==> src/rtl/reg_write_arbiter.sv <==
// Round-robin write arbiter for one shared W-bit register: IDLE -> GRANT -> HOLD, one write per 3 cycles.
// Optional grant statistics counter enabled by defining ARB_STATS_EN.
module reg_write_arbiter #(
    parameter int N = 4,
    parameter int W = 8
) (
    input  logic           CLK,
    input  logic           n_res,
    input  logic [N-1:0]   req,
    input  logic [N*W-1:0] wdata,
    output logic [N-1:0]   gnt,
    output logic [W-1:0]   Q,
    output logic           busy
`ifdef ARB_STATS_EN
    ,
    output logic [15:0]    gnt_cnt
`endif
);

    localparam int PW = (N > 1) ? $clog2(N) : 1;

    localparam logic [1:0] IDLE  = 2'd0;
    localparam logic [1:0] GRANT = 2'd1;
    localparam logic [1:0] HOLD  = 2'd2;

    // Pointer starts at the last requester so requester 0 wins first after reset.
    localparam logic [PW-1:0] PTR_RESET = PW'(N - 1);

    logic [1:0]    state_q,  state_d;
    logic [PW-1:0] ptr_q,    ptr_d;
    logic [PW-1:0] winner_q, winner_d;
    logic [N-1:0]  gnt_q,    gnt_d;
    logic [W-1:0]  q_q,      q_d;
    logic          busy_q,   busy_d;

    logic [PW-1:0] pick;
    logic          pick_valid;
    logic [PW-1:0] cand;

    // Walk offsets from farthest to nearest so the nearest requester after ptr wins.
    always_comb begin
        // NOTE: every combinational output gets a default first so no path can infer a latch.
        pick       = '0;
        pick_valid = 1'b0;
        cand       = '0;
        for (int off = N; off >= 1; off--) begin
            cand = PW'((int'(ptr_q) + off) % N);
            if (req[cand]) begin
                pick       = cand;
                pick_valid = 1'b1;
            end
        end
    end

    always_comb begin
        state_d  = state_q;
        ptr_d    = ptr_q;
        winner_d = winner_q;
        gnt_d    = '0;
        q_d      = q_q;
        case (state_q)
            IDLE: begin
                if (pick_valid) begin
                    winner_d    = pick;
                    gnt_d[pick] = 1'b1;
                    state_d     = GRANT;
                end
            end
            GRANT: begin
                // Winner data is taken only here, whether or not req is still high.
                q_d     = wdata[int'(winner_q)*W +: W];
                ptr_d   = winner_q;
                state_d = HOLD;
            end
            HOLD: begin
                state_d = IDLE;
            end
            default: begin
                state_d = IDLE;
            end
        endcase
        busy_d = (state_d != IDLE);
    end

    always_ff @(posedge CLK or negedge n_res) begin
        if (!n_res) begin
            state_q  <= IDLE;
            ptr_q    <= PTR_RESET;
            winner_q <= '0;
            gnt_q    <= '0;
            q_q      <= '0;
            busy_q   <= 1'b0;
        end else begin
            // NOTE: sequential state uses non-blocking assignments so all registers update together.
            state_q  <= state_d;
            ptr_q    <= ptr_d;
            winner_q <= winner_d;
            gnt_q    <= gnt_d;
            q_q      <= q_d;
            busy_q   <= busy_d;
        end
    end

    assign gnt  = gnt_q;
    assign Q    = q_q;
    assign busy = busy_q;

`ifdef ARB_STATS_EN
    logic [15:0] cnt_q;

    // Counts completed writes; wraps naturally at 16 bits.
    always_ff @(posedge CLK or negedge n_res) begin
        if (!n_res) begin
            cnt_q <= '0;
        end else if (state_q == GRANT) begin
            cnt_q <= cnt_q + 16'd1;
        end
    end

    assign gnt_cnt = cnt_q;
`endif

endmodule

==> config.mk <==
export PLATFORM = sky130hd
export DESIGN_NAME = reg_write_arbiter
export DESIGN_NICKNAME = d
export VERILOG_FILES = /design/src/rtl/reg_write_arbiter.sv
export SDC_FILE = /design/constraint.sdc
export NUM_CORES = 1
export LEC_CHECK = 0
export ABC_AREA = 1
export BUFFER_PORTS_ARGS = -buffer_cell sky130_fd_sc_hd__buf_2
export CORE_AREA = 8 8 56 70
export CTS_BUF_LIST = sky130_fd_sc_hd__clkbuf_16
export DETAILED_ROUTE_END_ITERATION = 6
export DIE_AREA = 0 0 64 78
export GPL_TIMING_DRIVEN = 1
export PLACE_DENSITY = 0.84
export SLEW_MARGIN = 10
export SYNTH_ARGS = -nofsm -noshare
export SYNTH_HDL_FRONTEND = slang
export SYNTH_SLANG_ARGS = --single-unit
==> constraint.sdc <==
create_clock -name CLK -period 1.3 [get_ports CLK]
set_clock_uncertainty 0.05 [all_clocks]
set_input_delay 0.195 -clock CLK [delete_from_list [all_inputs] [get_ports CLK]]
set_output_delay 0.195 -clock CLK [all_outputs]
set_load 0.005 [all_outputs]
-- Yosys cells after proc, flatten, opt, wreduce, memory -nomap -nowiden
Cells that the tools add are included.
- word-level logic and storage cells: 44
- bits of input ports: 38
- output and inout port bits: 13
- register bits after elaboration: 19
- reductions and logical operators: 4
- equality and inequality tests: 1
- add/sub/neg operators: 4
- muxes and demuxes: 22
- order comparisons: 6
- shift operators: 1
- operators with widths (cell ; count):
    32-bit by 6-bit indexed part select with 8-bit output ; 1
    2-bit by 3-bit < comparator with 1-bit output (second input constant) ; 5
    2-bit 2-to-1 mux ; 5
    1-bit 2-to-1 mux ; 9
    1-bit binary-select mux with 2-bit select ; 4
    4-bit 2-to-1 mux ; 2
    2-bit by 1-bit adder with 2-bit output (second input constant) ; 2
    2-bit adder (second input constant) ; 2
    2-bit one-hot mux with 2 select lines ; 1
    1-bit demux with 2-bit select ; 1
    2-bit by 1-bit == test with 1-bit output (second input constant) ; 1
    2-bit by 1-bit >= comparator with 1-bit output (second input constant) ; 1
    2-bit zero test ; 1
    2-bit AND reduction ; 1
    2-bit nonzero test ; 1
    1-bit logical AND ; 1

-- Depth between registers and ports, before layout
Gate-level depths: netlist of the first run.
- word-level depth: 13
- depth in mapped cells: 12
- mapped depth without buffers: 11

-- Worst setup path before layout of the first run
No wires, ideal clock.
- kind: reg-to-reg
- from: register ptr_q[0]
- to: register gnt_q[1], in the netlist gnt[1]
- arrival time: 1.237 ns
- slack: -0.103 ns
- period minus slack after synthesis: 1.403 ns
- library setup time: 0.116 ns
- cell stages (with the launch flop): 13
- cell sequence: dfstp_2 buf_6 inv_8 nand2_2 nand2_2 nand2_1 nand2_1 nand2_1 nand2_1 nand2_2 nand2_2 inv_2 nor2_2
- cells in the longest elaborated chain, start to end: 13
- elaborated cells between the ends (all ways): 27
- those cells by class: 4 x add/sub; 2 x order compare; 20 x mux; 1 x reduce/logical
- RTL lines (element ; line ; RTL):
    start: declaration ; 30 ; logic [PW-1:0] ptr_q, ptr_d;
    start signal: assignment ; 96 ; ptr_q <= ptr_d;
    2-bit by 1-bit adder with 2-bit output ; 47 ; cand = PW'((int'(ptr_q) + off) % N);
    1-bit binary-select mux with 2-bit select ; 48 ; if (req[cand]) begin
    1-bit 2-to-1 mux (implied by the code) ; 48 ;
    2-bit 2-to-1 mux (4 in a row) ; 48 ;
    2-bit by 3-bit < comparator with 1-bit output (implied by the code) / 2-bit by 1-bit >= comparator with 1-bit output (equally long branches) ; 65 ; gnt_d[pick] = 1'b1;
    1-bit logical AND (implied by the code) ; 65 ;
    1-bit 2-to-1 mux (implied by the code) ; 65 ;
    1-bit demux with 2-bit select ; 65 ;
    4-bit 2-to-1 mux * ; 63 ; if (pick_valid) begin
    4-bit 2-to-1 mux * ; 61 ; case (state_q)
    named net gnt_d[1] ; 32 ; logic [N-1:0] gnt_q, gnt_d;
    end signal: assignment ; 98 ; gnt_q <= gnt_d;
    end: declaration ; 32 ;
Mark *: on every way through the listed nets, which the timed path passes. The rest lies on a longest branch. The select of a mux whose other input is x is not followed.
A chain may end at the register's enable or synchronous reset.

-- Worst setup path in the final report of the first run
Ends and elaborated chain as after synthesis.

==> results of run 1 <==
-- cell usage after synthesis, drive strengths merged --
cell type	instances	share of area
o21ai	20	0.092
a21oi	1	0.0044
a31oi	1	0.0055
dfstp	2	0.046
dfrtp	17	0.37
buf	6	0.032
nor3	1	0.0088
inv	15	0.056
nand3	6	0.026
nand2	60	0.22
nor2	26	0.097
o22ai	7	0.039
-- sequential cells by signal, summed over array words and instances, names as in the netlist --
register and cells:
state_q 2, gnt 4, winner_q 2, Q 8
ptr_q 2, busy 1
-- kinds of logic (layout without fill, tap and decap cells) --
family	Yosys count	in the layout	synth area share
flip-flops	19	19	0.421
buffers and inverters	21	81	0.0882
AND/OR/NAND/NOR	93	93	0.351
AO/OA/AOI/OAI	29	29	0.140
-- power by group --
group	internal, mW	switching [mW]
logic	1.02	1.52
registers	0.876	0.175
clock network	0.412	0.215
-- area by class of cell --
type	count	area [sq um]	area share
Clock buffer	3	75.1	0.0442
Clock inverter	1	5.00	0.00294
Inverter	15	67.6	0.0397
Multi-Input combinational cell	122	671	0.394
Sequential cell	19	478	0.281
Tap cell	36	45.0	0.0265
Timing Repair Buffer	61	352	0.207
Timing Repair inverter	1	7.51	0.00442
-- metrics by stage --
step | total power [mW] | util | hold slack (ns) | cell area (sq um) | setup TNS [ns]
2_1_floorplan | 2.48 | - | -0.151 | 1140 | -0.587
3_3_place_gp | 3.03 | 0.511 | 0.0992 | 1450 | -1.29
3_5_place_dp | 3.09 | 0.511 | 0.104 | 1450 | -1.83
4_1_cts | 4.01 | 0.579 | 0.189 | 1640 | -1.54
5_1_grt | 4.62 | 0.600 | 0.251 | 1700 | -3.32
6_report | 4.22 | 0.600 | 0.187 | 1700 | -1.98
-- routing by layer --
metal | wire length, um | track usage
met3 | 219 | 0.0417
met5 | 0 | 0
met4 | 97 | 0.0761
met2 | 1670 | 0.236
met1 | 1330 | 0.134
-- repair_timing --
action / CTS / global route
gates cloned: 0 / 1
hold endpoints to repair: 17 / 0
setup endpoints to repair: 8 / 14
buffers inserted: 3 / 0
gates resized for setup: 18 / 15
pin swaps: 5 / 4
hold buffers: 1 / 0
-- critical path, cell delays in order (launching register included) --
cell	delay (ns)
dfstp_2	0.58
buf_12	0.12
inv_8	0.04
nand2_4	0.07
nand2_2	0.08
a21oi_1	0.21
nand3_2	0.13
nand2_4	0.10
inv_2	0.05
nor2_2	0.09
-- worst paths after layout --
check                               from       end  cells past startpoint
worst max-delay path            ptr_q[0]    gnt[1]                      9
worst min-delay path            wdata[8]      Q[0]                      3
worst max register to register  ptr_q[0]    gnt[1]                      9
worst min register to register      Q[5]      Q[5]                      2
max in group asynchronous          n_res  ptr_q[0]                      2
min in group asynchronous          n_res      Q[1]                      2
==> flow_summary.json, run 1 <==
{
  "outcome": "complete, but fails checks",
  "violations": "negative setup slack",
  "stdcell_count": 258,
  "grt_antenna_before_repair": 0,
  "rows": 22,
  "dp_cells": 249,
  "cts_sinks": 19,
  "grt_pass1_wl_um": 5480,
  "hold_viol": 0,
  "cp.arrival_ns": 1.72,
  "fmax_mhz": 629,
  "synthCells": 162,
  "grt_max_degree": 20,
  "start_util": 0.400,
  "ys_ff_latch": 19,
  "slew_headroom": 0.725,
  "core_sq_um": 2840,
  "num_vias": 1275,
  "clk_pin_slew_ns": 0.05,
  "slew_violations": 0,
  "final_cell_mix": "buf_2 (50), nand2_1 (38), nor2_1 (22)",
  "p_leak_nw": 0.918,
  "gp_congestion": 0.840,
  "wl_um": 3320,
  "critPathMaxFanout": 6,
  "syn_to_final_growth_pct": 49.8,
  "pre_cts_slack_ns": -0.286,
  "fp.dieW_um": 64,
  "hpwl_um": 2420,
  "die_y_um": 78,
  "fillerInstances": 259,
  "num_io_pins": 51,
  "finalSetupViolations": 8,
  "layout_commonest_cell": "buf_2",
  "vias_per_cell": 4.94,
  "firstDrtPassIters": 4,
  "ys_types": 20,
  "post-route-period-util": 1.22,
  "fin_nets": 261,
  "crit_path_end_kind": "flop",
  "synth_nets": 200,
  "yosysSeqAreaShare": 0.421,
  "layout_min_cycle_time_ns": 1.59,
  "cts_tree": "done",
  "vdd_ir_drop_max_mv": 1.14,
  "antenna_cells": 0,
  "io_buffer_count": 50,
  "ant_nets": 0,
  "wl_per_cell_um": 12.8,
  "p_per_area_nw_per_um2": 2480,
  "r2r_slack_ns": -0.29,
  "clock_path_buffers": 2,
  "synth.avg_cell_area_sq_um": 7.01,
  "rsz0062_at_grt": "true",
  "drt_iter0_drc": 17,
  "maxCapViolations": 0,
  "cp.required_ns": 1.43,
  "dieArea_sq_um": 4990,
  "finalWorstSetupSlack_ns": -0.289,
  "clock_latency_ns": 0.25,
  "cts.htree.levels": 1,
  "yosysWarnings": 0,
  "grt_pass1_vias": 1350,
  "drc": 0,
  "hold_class": "input pin to flop",
  "grt_use_total": 0.133,
  "cts_buffers": 3,
  "overflow": 0,
  "cts_root_buf": "clkbuf_16",
  "critPathKind": "flop to flop",
  "worst_pin_slew_ns": 0.412,
  "startpoint_type": "flop",
  "drive_above_1_share": 0.473,
  "syn-cell-area_sq_um": 1130
}
(Power assumes the default switching activity.)
==> inputs of run 2 (changes only) <==
--- a/config.mk
+++ b/config.mk
@@ -13,6 +13,7 @@
 export DIE_AREA = 0 0 64 78
 export GPL_TIMING_DRIVEN = 1
 export PLACE_DENSITY = 0.84
+export SETUP_SLACK_MARGIN = 0.05
 export SLEW_MARGIN = 10
 export SYNTH_ARGS = -nofsm -noshare
 export SYNTH_HDL_FRONTEND = slang
==> flow_summary.json, run 2 (synthesis results as in run 1) <==
{
  "cts_tree": "done",
  "fin_nets": 261,
  "crit_path_end_kind": "flop",
  "pre_cts_slack_ns": -0.286,
  "grt_pass1_wl_um": 5480,
  "fmax_mhz": 628,
  "gp_congestion": 0.840,
  "clock_latency_ns": 0.25,
  "drt_iter0_drc": 18,
  "power.internal_mw": 2.31,
  "violations": "negative setup slack",
  "switching_share": 0.452,
  "antenna_cells": 0,
  "slew_violations": 0,
  "start_util": 0.400,
  "fp.dieW_um": 64,
  "p_per_area_nw_per_um2": 2480,
  "io_buffer_count": 50,
  "num_io_pins": 51,
  "core_sq_um": 2840,
  "post-route-period-util": 1.22,
  "rows": 22,
  "rsz0062_at_grt": "true",
  "grt_antenna_before_repair": 0,
  "vias_per_cell": 4.98,
  "grt_max_degree": 20,
  "syn_to_final_growth_pct": 49.8,
  "slew_headroom": 0.725,
  "cp.arrival_ns": 1.73,
  "layout_commonest_cell": "buf_2",
  "switching_power_mw": 1.91,
  "place_area_sq_um": 1450,
  "seq_power_share": 0.249,
  "fillerInstances": 259,
  "finalSetupViolations": 8,
  "finalWorstSetupSlack_ns": -0.291,
  "critPathKind": "flop to flop",
  "cts_root_buf": "clkbuf_16",
  "cts_sinks": 19,
  "firstDrtPassIters": 4,
  "num_vias": 1286,
  "layout_min_cycle_time_ns": 1.59,
  "final_cell_mix": "buf_2 (50), nand2_1 (38), nor2_1 (22)",
  "pwr-share-clk": 0.149,
  "clock_path_buffers": 2,
  "grt_use_total": 0.133,
  "drc": 0,
  "dieArea_sq_um": 4990,
  "die_y_um": 78,
  "vdd_ir_drop_max_mv": 1.14,
  "wl_um": 3330,
  "wl_per_cell_um": 12.9,
  "overflow": 0,
  "final_area_sq_um": 1700,
  "startpoint_type": "flop",
  "cp.required_ns": 1.43,
  "hpwl_um": 2420,
  "worst_pin_slew_ns": 0.412,
  "cts.htree.levels": 1,
  "critPathMaxFanout": 6,
  "ant_nets": 0,
  "cts_buffers": 3,
  "maxCapViolations": 0,
  "outcome": "complete, but fails checks",
  "drive_above_1_share": 0.473,
  "grt_pass1_vias": 1350,
  "clk_pin_slew_ns": 0.05,
  "hold_class": "input pin to flop",
  "largest_reg_flops": 8,
  "p_comb_frac": 0.602,
  "p_leak_nw": 0.918,
  "hold_viol": 0
}
-- run 2: cell counts in the layout (fill, tap and decap cells not counted) --
No cell type changed its count.
-- run 2: cell type report --
cell class              count  area [sq um]  share of cell area
clock buffers               3          75.1              0.0442
clock inverters             1          5.00             0.00294
inverters                  15          67.6              0.0397
multi-input cells         122           671               0.394
flip-flops and latches     19           478               0.281
well taps                  36          45.0              0.0265
repair buffers             61           352               0.207
repair inverters            1          7.51             0.00442
-- run 2: stage by stage --
stage | power (mW) | hold WS (ns) | util | std cells | setup TNS (ns)
2_1_floorplan | 2.48 | -0.151 | - | 162 | -0.587
3_3_place_gp | 3.03 | 0.0992 | 0.511 | 249 | -1.29
3_5_place_dp | 3.09 | 0.104 | 0.511 | 249 | -1.83
4_1_cts | 4.01 | 0.189 | 0.579 | 257 | -1.54
5_1_grt | 4.62 | 0.251 | 0.600 | 258 | -3.32
6_report | 4.22 | 0.187 | 0.600 | 258 | -2.00
-- run 2: worst max-delay path: stages, from the launching register on --
cell	delay [ns]
dfstp_2	0.58
buf_12	0.13
inv_8	0.05
nand2_4	0.07
nand2_2	0.08
a21oi_1	0.21
nand3_2	0.13
nand2_4	0.10
inv_2	0.05
nor2_2	0.09
-- run 2: routing by layer --
metal | share of wire | track usage | vias to the layer above
met5 | 0 | 0 | -
met4 | 0.029 | 0.0761 | 0
met3 | 0.068 | 0.0417 | 9
met2 | 0.50 | 0.236 | 49
met1 | 0.40 | 0.134 | 592
li1 | - | - | 636
-- run 2: power groups by stage --
stage	Combinational [mW]	Sequential, mW	Clock (mW)
2_1_floorplan	1.48	1.00	0
3_5_place_dp	2.05	1.04	0
3_3_place_gp	1.99	1.04	0
4_1_cts	2.36	1.01	0.635
6_report	2.54	1.05	0.627
5_1_grt	2.88	1.08	0.659
-- run 2: timing repair --
action                                  4_1_cts  5_1_grt
hold buffers                                  1        0
endpoints found under the hold margin        17        0
pin swaps                                     5        4
resized for setup                            18       15
setup buffers                                 3        0
endpoints found under the setup margin        8       16
gates cloned                                  0        1
-- run 2: final timing paths --
kind | start | end | slack (ns) | depth (start not counted)
setup / recovery | ptr_q[0] | gnt[1] | -0.29 | 9
hold reg to reg | Q[5] | Q[5] | 0.42 | 2
setup reg to reg | ptr_q[0] | gnt[1] | -0.29 | 9
min in group asynchronous | n_res | Q[1] | 0.35 | 2
hold / removal | wdata[8] | Q[0] | 0.19 | 3
max in group asynchronous | n_res | ptr_q[0] | 0.52 | 2
